[src/rtl/bnn_weight_streamer_if.sv]
// Host-side and core-side signal bundle of the BNN nibble weight streamer.
// The slave modport is the streamer itself; the master modport is the host/core side.
interface bnn_weight_streamer_if #(
   parameter int unsigned ADDR_W = 4
);
   logic              wr_en;
   logic [ADDR_W-1:0] wr_addr;
   logic [7:0]        wr_data;
   logic              wr_err;
   logic              start;
   logic              hold;
   logic              abort;
   logic              load_en;
   logic [3:0]        weight_nib;
   logic              busy;
   logic              done;
   logic              aborted;
   logic [ADDR_W-1:0] word_idx;

   modport master (
      output wr_en, wr_addr, wr_data, start, hold, abort,
      input  wr_err, load_en, weight_nib, busy, done, aborted, word_idx
   );

   modport slave (
      input  wr_en, wr_addr, wr_data, start, hold, abort,
      output wr_err, load_en, weight_nib, busy, done, aborted, word_idx
   );
endinterface

[src/rtl/bnn_weight_streamer.sv]
// Transmit side of the BNN nibble weight-load interface: a small weight register file
// streamed to the core as {low nibble, high nibble} pairs on load_en / weight_nib.
module bnn_weight_streamer #(
   parameter int unsigned NUM_NEURONS = 12,
   parameter int unsigned ADDR_W      = 4
) (
   input  logic                clk,
   input  logic                reset,
   bnn_weight_streamer_if.slave bus
);

   localparam logic [1:0] StIdle   = 2'd0;
   localparam logic [1:0] StSendLo = 2'd1;
   localparam logic [1:0] StSendHi = 2'd2;
   localparam logic [1:0] StDone   = 2'd3;

   localparam logic [ADDR_W:0]   NumWords = (ADDR_W + 1)'(NUM_NEURONS);
   localparam logic [ADDR_W-1:0] LastIdx  = ADDR_W'(NUM_NEURONS - 1);

   logic [1:0]        state_q, state_d;
   logic [ADDR_W-1:0] idx_q, idx_d;
   logic              abort_q, abort_d;
   logic              early_q, early_d;
   logic              wr_err_q;
   logic [7:0]        mem_q [NUM_NEURONS];

   logic in_send;
   logic busy;
   logic addr_ok;
   logic wr_ok;

   assign in_send = (state_q == StSendLo) || (state_q == StSendHi);
   assign busy    = (state_q != StIdle);
   assign addr_ok = ({1'b0, bus.wr_addr} < NumWords);
   assign wr_ok   = bus.wr_en && !busy && addr_ok;

   always_comb begin
      state_d = state_q;
      idx_d   = idx_q;
      abort_d = abort_q;
      early_d = early_q;
      unique case (state_q)
         StIdle: begin
            abort_d = 1'b0;
            early_d = 1'b0;
            if (bus.start) begin
               state_d = StSendLo;
               idx_d   = '0;
            end
         end
         StSendLo: begin
            abort_d = abort_q | bus.abort;
            if (!bus.hold) state_d = StSendHi;
         end
         StSendHi: begin
            abort_d = abort_q | bus.abort;
            // Abort only takes effect here, so the core never sees half a nibble pair.
            if (!bus.hold) begin
               if (idx_q == LastIdx || abort_q || bus.abort) begin
                  state_d = StDone;
                  idx_d   = '0;
                  early_d = (idx_q != LastIdx);
               end else begin
                  state_d = StSendLo;
                  idx_d   = idx_q + ADDR_W'(1);
               end
            end
         end
         StDone: begin
            state_d = StIdle;
         end
         default: begin
            state_d = StIdle;
         end
      endcase
   end

   always_ff @(posedge clk) begin
      if (reset) begin
         state_q  <= StIdle;
         idx_q    <= '0;
         abort_q  <= 1'b0;
         early_q  <= 1'b0;
         wr_err_q <= 1'b0;
         for (int i = 0; i < NUM_NEURONS; i++) mem_q[i] <= 8'h00;
      end else begin
         state_q  <= state_d;
         idx_q    <= idx_d;
         abort_q  <= abort_d;
         early_q  <= early_d;
         wr_err_q <= bus.wr_en && (busy || !addr_ok);
         if (wr_ok) mem_q[bus.wr_addr] <= bus.wr_data;
      end
   end

   always_comb begin
      bus.weight_nib = 4'h0;
      if (state_q == StSendLo)      bus.weight_nib = mem_q[idx_q][3:0];
      else if (state_q == StSendHi) bus.weight_nib = mem_q[idx_q][7:4];
   end

   // load_en is deliberately combinational from hold so a stall drops it the same cycle.
   assign bus.load_en  = in_send && !bus.hold;
   assign bus.busy     = busy;
   assign bus.done     = (state_q == StDone);
   assign bus.aborted  = (state_q == StDone) && early_q;
   assign bus.wr_err   = wr_err_q;
   assign bus.word_idx = idx_q;

endmodule
[src/flat_wrapper.sv]
// flat-port wrapper written by rule: the top's interface ports become plain ports
module bnn_weight_streamer_flat 
#(
   parameter int unsigned NUM_NEURONS = 12,
   parameter int unsigned ADDR_W      = 4
)
  (clk, reset, bus_wr_en, bus_wr_addr, bus_wr_data, bus_start, bus_hold, bus_abort, bus_wr_err, bus_load_en, bus_weight_nib, bus_busy, bus_done, bus_aborted, bus_word_idx);
  bnn_weight_streamer_if #(.ADDR_W(ADDR_W)) bus_i ();
  input  logic clk;
  input  logic reset;
  input wire logic [$bits(bus_i.wr_en)-1:0] bus_wr_en;
  input wire logic [$bits(bus_i.wr_addr)-1:0] bus_wr_addr;
  input wire logic [$bits(bus_i.wr_data)-1:0] bus_wr_data;
  input wire logic [$bits(bus_i.start)-1:0] bus_start;
  input wire logic [$bits(bus_i.hold)-1:0] bus_hold;
  input wire logic [$bits(bus_i.abort)-1:0] bus_abort;
  output wire logic [$bits(bus_i.wr_err)-1:0] bus_wr_err;
  output wire logic [$bits(bus_i.load_en)-1:0] bus_load_en;
  output wire logic [$bits(bus_i.weight_nib)-1:0] bus_weight_nib;
  output wire logic [$bits(bus_i.busy)-1:0] bus_busy;
  output wire logic [$bits(bus_i.done)-1:0] bus_done;
  output wire logic [$bits(bus_i.aborted)-1:0] bus_aborted;
  output wire logic [$bits(bus_i.word_idx)-1:0] bus_word_idx;
  assign bus_i.wr_en = bus_wr_en;
  assign bus_i.wr_addr = bus_wr_addr;
  assign bus_i.wr_data = bus_wr_data;
  assign bus_i.start = bus_start;
  assign bus_i.hold = bus_hold;
  assign bus_i.abort = bus_abort;
  assign bus_wr_err = bus_i.wr_err;
  assign bus_load_en = bus_i.load_en;
  assign bus_weight_nib = bus_i.weight_nib;
  assign bus_busy = bus_i.busy;
  assign bus_done = bus_i.done;
  assign bus_aborted = bus_i.aborted;
  assign bus_word_idx = bus_i.word_idx;
  bnn_weight_streamer #(.NUM_NEURONS(NUM_NEURONS), .ADDR_W(ADDR_W)) u_core (.clk(clk), .reset(reset), .bus(bus_i));
endmodule
[config.mk]
export PLATFORM = sky130hd
export DESIGN_NAME = bnn_weight_streamer_flat
export DESIGN_NICKNAME = d
export VERILOG_FILES = /design/src/rtl/bnn_weight_streamer_if.sv /design/src/rtl/bnn_weight_streamer.sv /design/src/flat_wrapper.sv
export SDC_FILE = /design/constraint.sdc
export NUM_CORES = 1
export LEC_CHECK = 0
export ABC_AREA = 1
export CAP_MARGIN = 10
export CORE_MARGIN = 1.5
export CORE_UTILIZATION = 50
export DETAILED_ROUTE_END_ITERATION = 16
export PLACE_DENSITY_LB_ADDON = 0.1
export SYNTH_ARGS = -nofsm -noshare
export SYNTH_HDL_FRONTEND = slang
export SYNTH_SLANG_ARGS = --single-unit
export TNS_END_PERCENT = 5
[constraint.sdc]
create_clock -name clk -period 3 [get_ports clk]
set_input_delay 0.6 -clock clk [delete_from_list [all_inputs] [get_ports clk]]
set_output_delay 0.6 -clock clk [all_outputs]
set_load 0.05 [all_outputs]
Word level (Yosys, flattened, before mapping) --
Memories as Yosys holds them, arrays and structs flattened. A register that Yosys moved wholly into a read port is not among the register bits. Cells that the tools add are included.
Cells by class: reduce and logical (&&, ||, !) cells 21, bitwise gates (word level) 1, add/subtract/negate cells 1, div/mod/pow operators 0, eq/ne operators 9, mux-type cells 25, shift-type cells 0, $mul 0, magnitude comparators 1
Operators with widths (number):
- $mux W4 | 8
- $reduce_and A3 Y1 | 3
- $mux W1 | 8
- $mux W2 | 4
- $mux W8 | 1
- $ne A2 B2 Y1 const B | 4
- $pmux W2 S4 | 1
- $pmux W4 S2 | 1
- $reduce_or A8 Y1 | 1
- $reduce_bool A2 Y1 | 3
- $logic_and A1 B1 Y1 | 5
- $add A4 B1 Y4 const B | 1
- $eq A2 B2 Y1 const B | 2
- $eq A4 B4 Y1 const B | 1
- $logic_or A1 B1 Y1 | 4
- $lt A4 B4 Y1 const B | 1
- $ne A4 B4 Y1 const B | 1
- $pmux W1 S2 | 2
- $logic_not A1 Y1 | 3
- $eq A2 B1 Y1 const B | 1
- $logic_not A2 Y1 | 1
- $reduce_or A2 Y1 | 1
- $or A1 B1 Y1 | 1
Storage, ports and cells: RAM bits 96, memories 1, bits of input ports 18, register bits after elaboration 9, word-level logic and storage cells 64, latch bits 0, ROM bits 0, output and inout port bits 13
Memory list:
- u_core.mem_q | depth 12, width 8, read ports 1, clocked after memory_dff 1, write ports 12, line bnn_weight_streamer.sv:25 | logic [7:0] mem_q [NUM_NEURONS];

Logic depth before layout (Yosys ltp) --
word-level depth 9, depth in mapped cells 10, mapped depth without buffers 9

Worst setup path after synthesis --
Ideal clock, no wire load.
kind flip-flop to flip-flop, start point register u_core.state_q[0], end point memory u_core.mem_q[0][0] (enable), setup time 329 ps, slack 838 ps, data required time 2671 ps, buffers on the path 0, period minus slack after synthesis 2162 ps, cell stages (with the launch flop) 9, arrival time 1833 ps, path through dfxtp_1 inv_1 ha_1 inv_1 a21oi_2 nand3_2 nor3_4 nand2_4 nand2_1
RTL lines:
- from (decl) | line bnn_weight_streamer.sv:20 | logic [1:0] state_q, state_d;
- from (signal assigned) | line bnn_weight_streamer.sv:80 | state_q <= StIdle;
- from (signal assigned) | line bnn_weight_streamer.sv:87 | state_q <= state_d;
- to (decl) | line bnn_weight_streamer.sv:25

==> impl_metrics.json <==
{
  "dpl.hpwl_um": 10370,
  "worstMarginPinSlew_ns": 0.6560,
  "grt_pass1_wl_um": 23560,
  "path_class": "reg2out",
  "power_density_mw_per_mm2": 638.9,
  "synth_top_area_share_pct": 57.45,
  "via_per_inst": 4.947,
  "cts_resized": 0,
  "endpoint_kind": "output pin",
  "wl_per_cell_um": 15.15,
  "pwr-share-clk_pct": 41.3,
  "cts_tree": "done",
  "yosysTopAreaCell": "edfxtp_1",
  "holdCritPathClass": "reg2reg",
  "clock_latency_ns": 0.43,
  "core-area_mm2": 0.01314,
  "power.total_mw": 5.055,
  "grt_antenna_before_repair": 0,
  "hold_buffers": 0,
  "synth-seq-area-share_pct": 61.34,
  "slowest_delay_ns": 0.39,
  "pwr-share-comb_pct": 13.3,
  "yosysMostFrequentCell": "nand2_1",
  "finalHoldViolCount": 0,
  "path_cells": "inv_2 -> buf_4 -> nand2_1 -> nand2_1 -> nand2_1 -> nand3_1 -> nand3_1 -> nand2_1 -> nand2_1 -> nand2_1 -> buf_4",
  "p_int_mw": 3.732,
  "drt_wl_total_um": 15130,
  "cts.path.max_buffers": 2,
  "hold_path_depth": 2,
  "worst-path-buf-inv": 3,
  "crit_fanout": 28,
  "hold-path-endpoint": "u_core.abort_q",
  "syn2layout_area_growth_pct": 18.25,
  "worst_path_max_delay_cell": "inv_2",
  "timing.hold.ws_ns": 0.5006,
  "clkSlewWorstSetupHoldPaths_ns": 0.06,
  "worst-r2r-cell-count": 8,
  "avgSynthCellArea_um2": 8.944,
  "place_inst": 967,
  "swShare_pct": 26.18,
  "fin_skew_ns": 0.008607,
  "ios": 31,
  "setup_ws_ns": 0.1576,
  "grt_max_degree": 43,
  "routabilityCongestion": 0.8421,
  "antenna_cells": 0,
  "critPathTopFamily": "buffers and inverters",
  "dpl_worst_slack_ns": 0.2846,
  "critPathArrivalTime_ns": 2.24,
  "cp.required_ns": 2.40,
  "ys_ff_latch": 141,
  "synth_warnings": 0,
  "grt_pass1_vias": 4610,
  "synthTopCellsByCount": "nand2_1 (229), edfxtp_1 (128), nor2_1 (111)",
  "synth_cell_type_count": 24,
  "synth-edff-count": 128,
  "nFillCells": 1135,
  "cp-start-kind": "register",
  "start_util_pct": 50.92,
  "ir_drop_uv": 409.9,
  "synth_flop_cell": "edfxtp_1",
  "portBuffers": 30,
  "ant_nets": 0,
  "min-delay-start": "u_core.abort_q",
  "htreeDepth": 4,
  "power_frac_seq_pct": 45.4,
  "post-cts-setup-buffer-count": 0,
  "via_count": 4942,
  "synthCells": 748,
  "finalMaxSlewViolations": 0,
  "grt_setup_unrepaired": "false",
  "ys_async_sr_fraction_pct": 0,
  "overflow": 0,
  "p_switching_mw": 1.323,
  "die_w_um": 118.7,
  "die_h_um": 118.7,
  "die_area_mm2": 0.01408,
  "fin_crit_sh_pct": 94.75,
  "cts_buffers": 17,
  "drt_pre_antenna_iters": 5,
  "remaining_drc_errors": 0,
  "drt_iter0_drc": 418,
  "reg2reg_slack_ns": 0.79,
  "slew_headroom_pct": 56.22,
  "cts_root_buf": "clkbuf_16",
  "finalSetupViolCount": 0,
  "rr_endpoint": "u_core.mem_q[7][6]",
  "max_cap_violations": 0,
  "p_leak_nw": 3.661,
  "rows": 42,
  "drive_above_1_share_pct": 7.898,
  "track_usage_pct": 22.61,
  "r2r-start": "u_core.state_q[1]",
  "finalNonFillerCells": 999,
  "min_period_ns": 2.842,
  "fin_setup_tns_ns": 0,
  "status": "finished, final reports clean",
  "crit_path_frequent_cell": "nand2_1",
  "fmax_mhz": 351.8,
  "clock-sinks": 141,
  "nets": 834,
  "synthTopCellsByArea": "edfxtp_1 (57%), nand2_1 (13%), nand3_1 (6.8%)",
  "synth_area_mm2": 0.006690
}
[power by group through the flow]
stage	clock [mW]	combinational [mW]	sequential, mW
5_1_grt	2.19	0.735	2.31
3_3_place_gp	0	0.661	2.33
2_1_floorplan	0	0.445	2.34
4_1_cts	2.11	0.673	2.30
6_report	2.09	0.673	2.30
3_5_place_dp	0	0.669	2.34
[registers in the layout, summed over array words and instances (netlist names), named ones only]
| name | count |
|---|---|
| u_core.state_q | 2 |
| u_core.mem_q | 128 |
| u_core.early_q | 1 |
| u_core.abort_q | 1 |
| u_core.bus.wr_err | 1 |
| u_core.bus.word_idx | 4 |
[area by class of cell]
class / count / area [um2] / area share [%]
clock buffer: 23 / 543.0 / 6.864
multi-input combinational: 497 / 2162 / 27.33
timing repair buffer: 45 / 415.4 / 5.251
sequential: 141 / 4105 / 51.89
tap: 176 / 220.2 / 2.783
inverter: 108 / 405.4 / 5.124
clock inverter: 9 / 60.06 / 0.7591
[kinds of logic after synthesis]
family | share of synthesized area (%)
compound gates | 1.104
simple gates | 28.03
fa+ha+maj | 1.122
xor+xnor | 0.2619
other cells | 0.05605
buf+inv | 8.079
flops | 61.34
[placed cells by master (no fill, tap or decap)]
cell,instances
nor3_4,2
inv_4,6
nand3_1,91
dfxtp_1,12
clkinv_2,1
edfxtp_1,128
conb_1,32
dfxtp_2,1
clkbuf_16,21
nand3_2,1
ha_1,6
nor3_1,1
inv_1,106
nand2_1,229
buf_12,1
inv_2,2
clkbuf_1,1
a211oi_1,1
o211ai_1,1
nand2_4,8
a21oi_1,8
xnor2_1,1
nand4_1,1
buf_4,18
inv_6,2
xor2_1,1
o21ai_0,2
a21oi_2,1
nor2_1,111
clkdlybuf4s50_1,26
clkbuf_8,1
[through the flow]
stage	util [%]	instance area, um2
global placement	55.63	7308
detailed placement	55.63	7308
floorplan	-	6807
finish	60.22	7911
CTS	60.22	7911
global route	60.22	7911
[tightest hold or removal path, delay by kind of cell (launching register included)]
kind,cells,cell delay (ns)
simple gates,1,0.08
flops,1,0.33
compound gates,1,0.06
[worst max path at each step]
stage,to,slack [ns],depth (start not counted)
finish,bus_weight_nib[0],0.16,11
global route,bus_weight_nib[1],0.002,11
CTS,bus_weight_nib[1],0.16,11
detailed placement,u_core.mem_q[7][6],0.28,6
global placement,u_core.mem_q[4][1],0.39,6
floorplan,u_core.mem_q[0][0],0.84,8
[metal layers]
metal | part of all wire (%) | track usage [%]
met5 | 0 | 0
met4 | 1.6 | 8.886
met3 | 6.0 | 4.633
met2 | 48 | 36.56
met1 | 45 | 30.08
(Power assumes the default switching activity.)
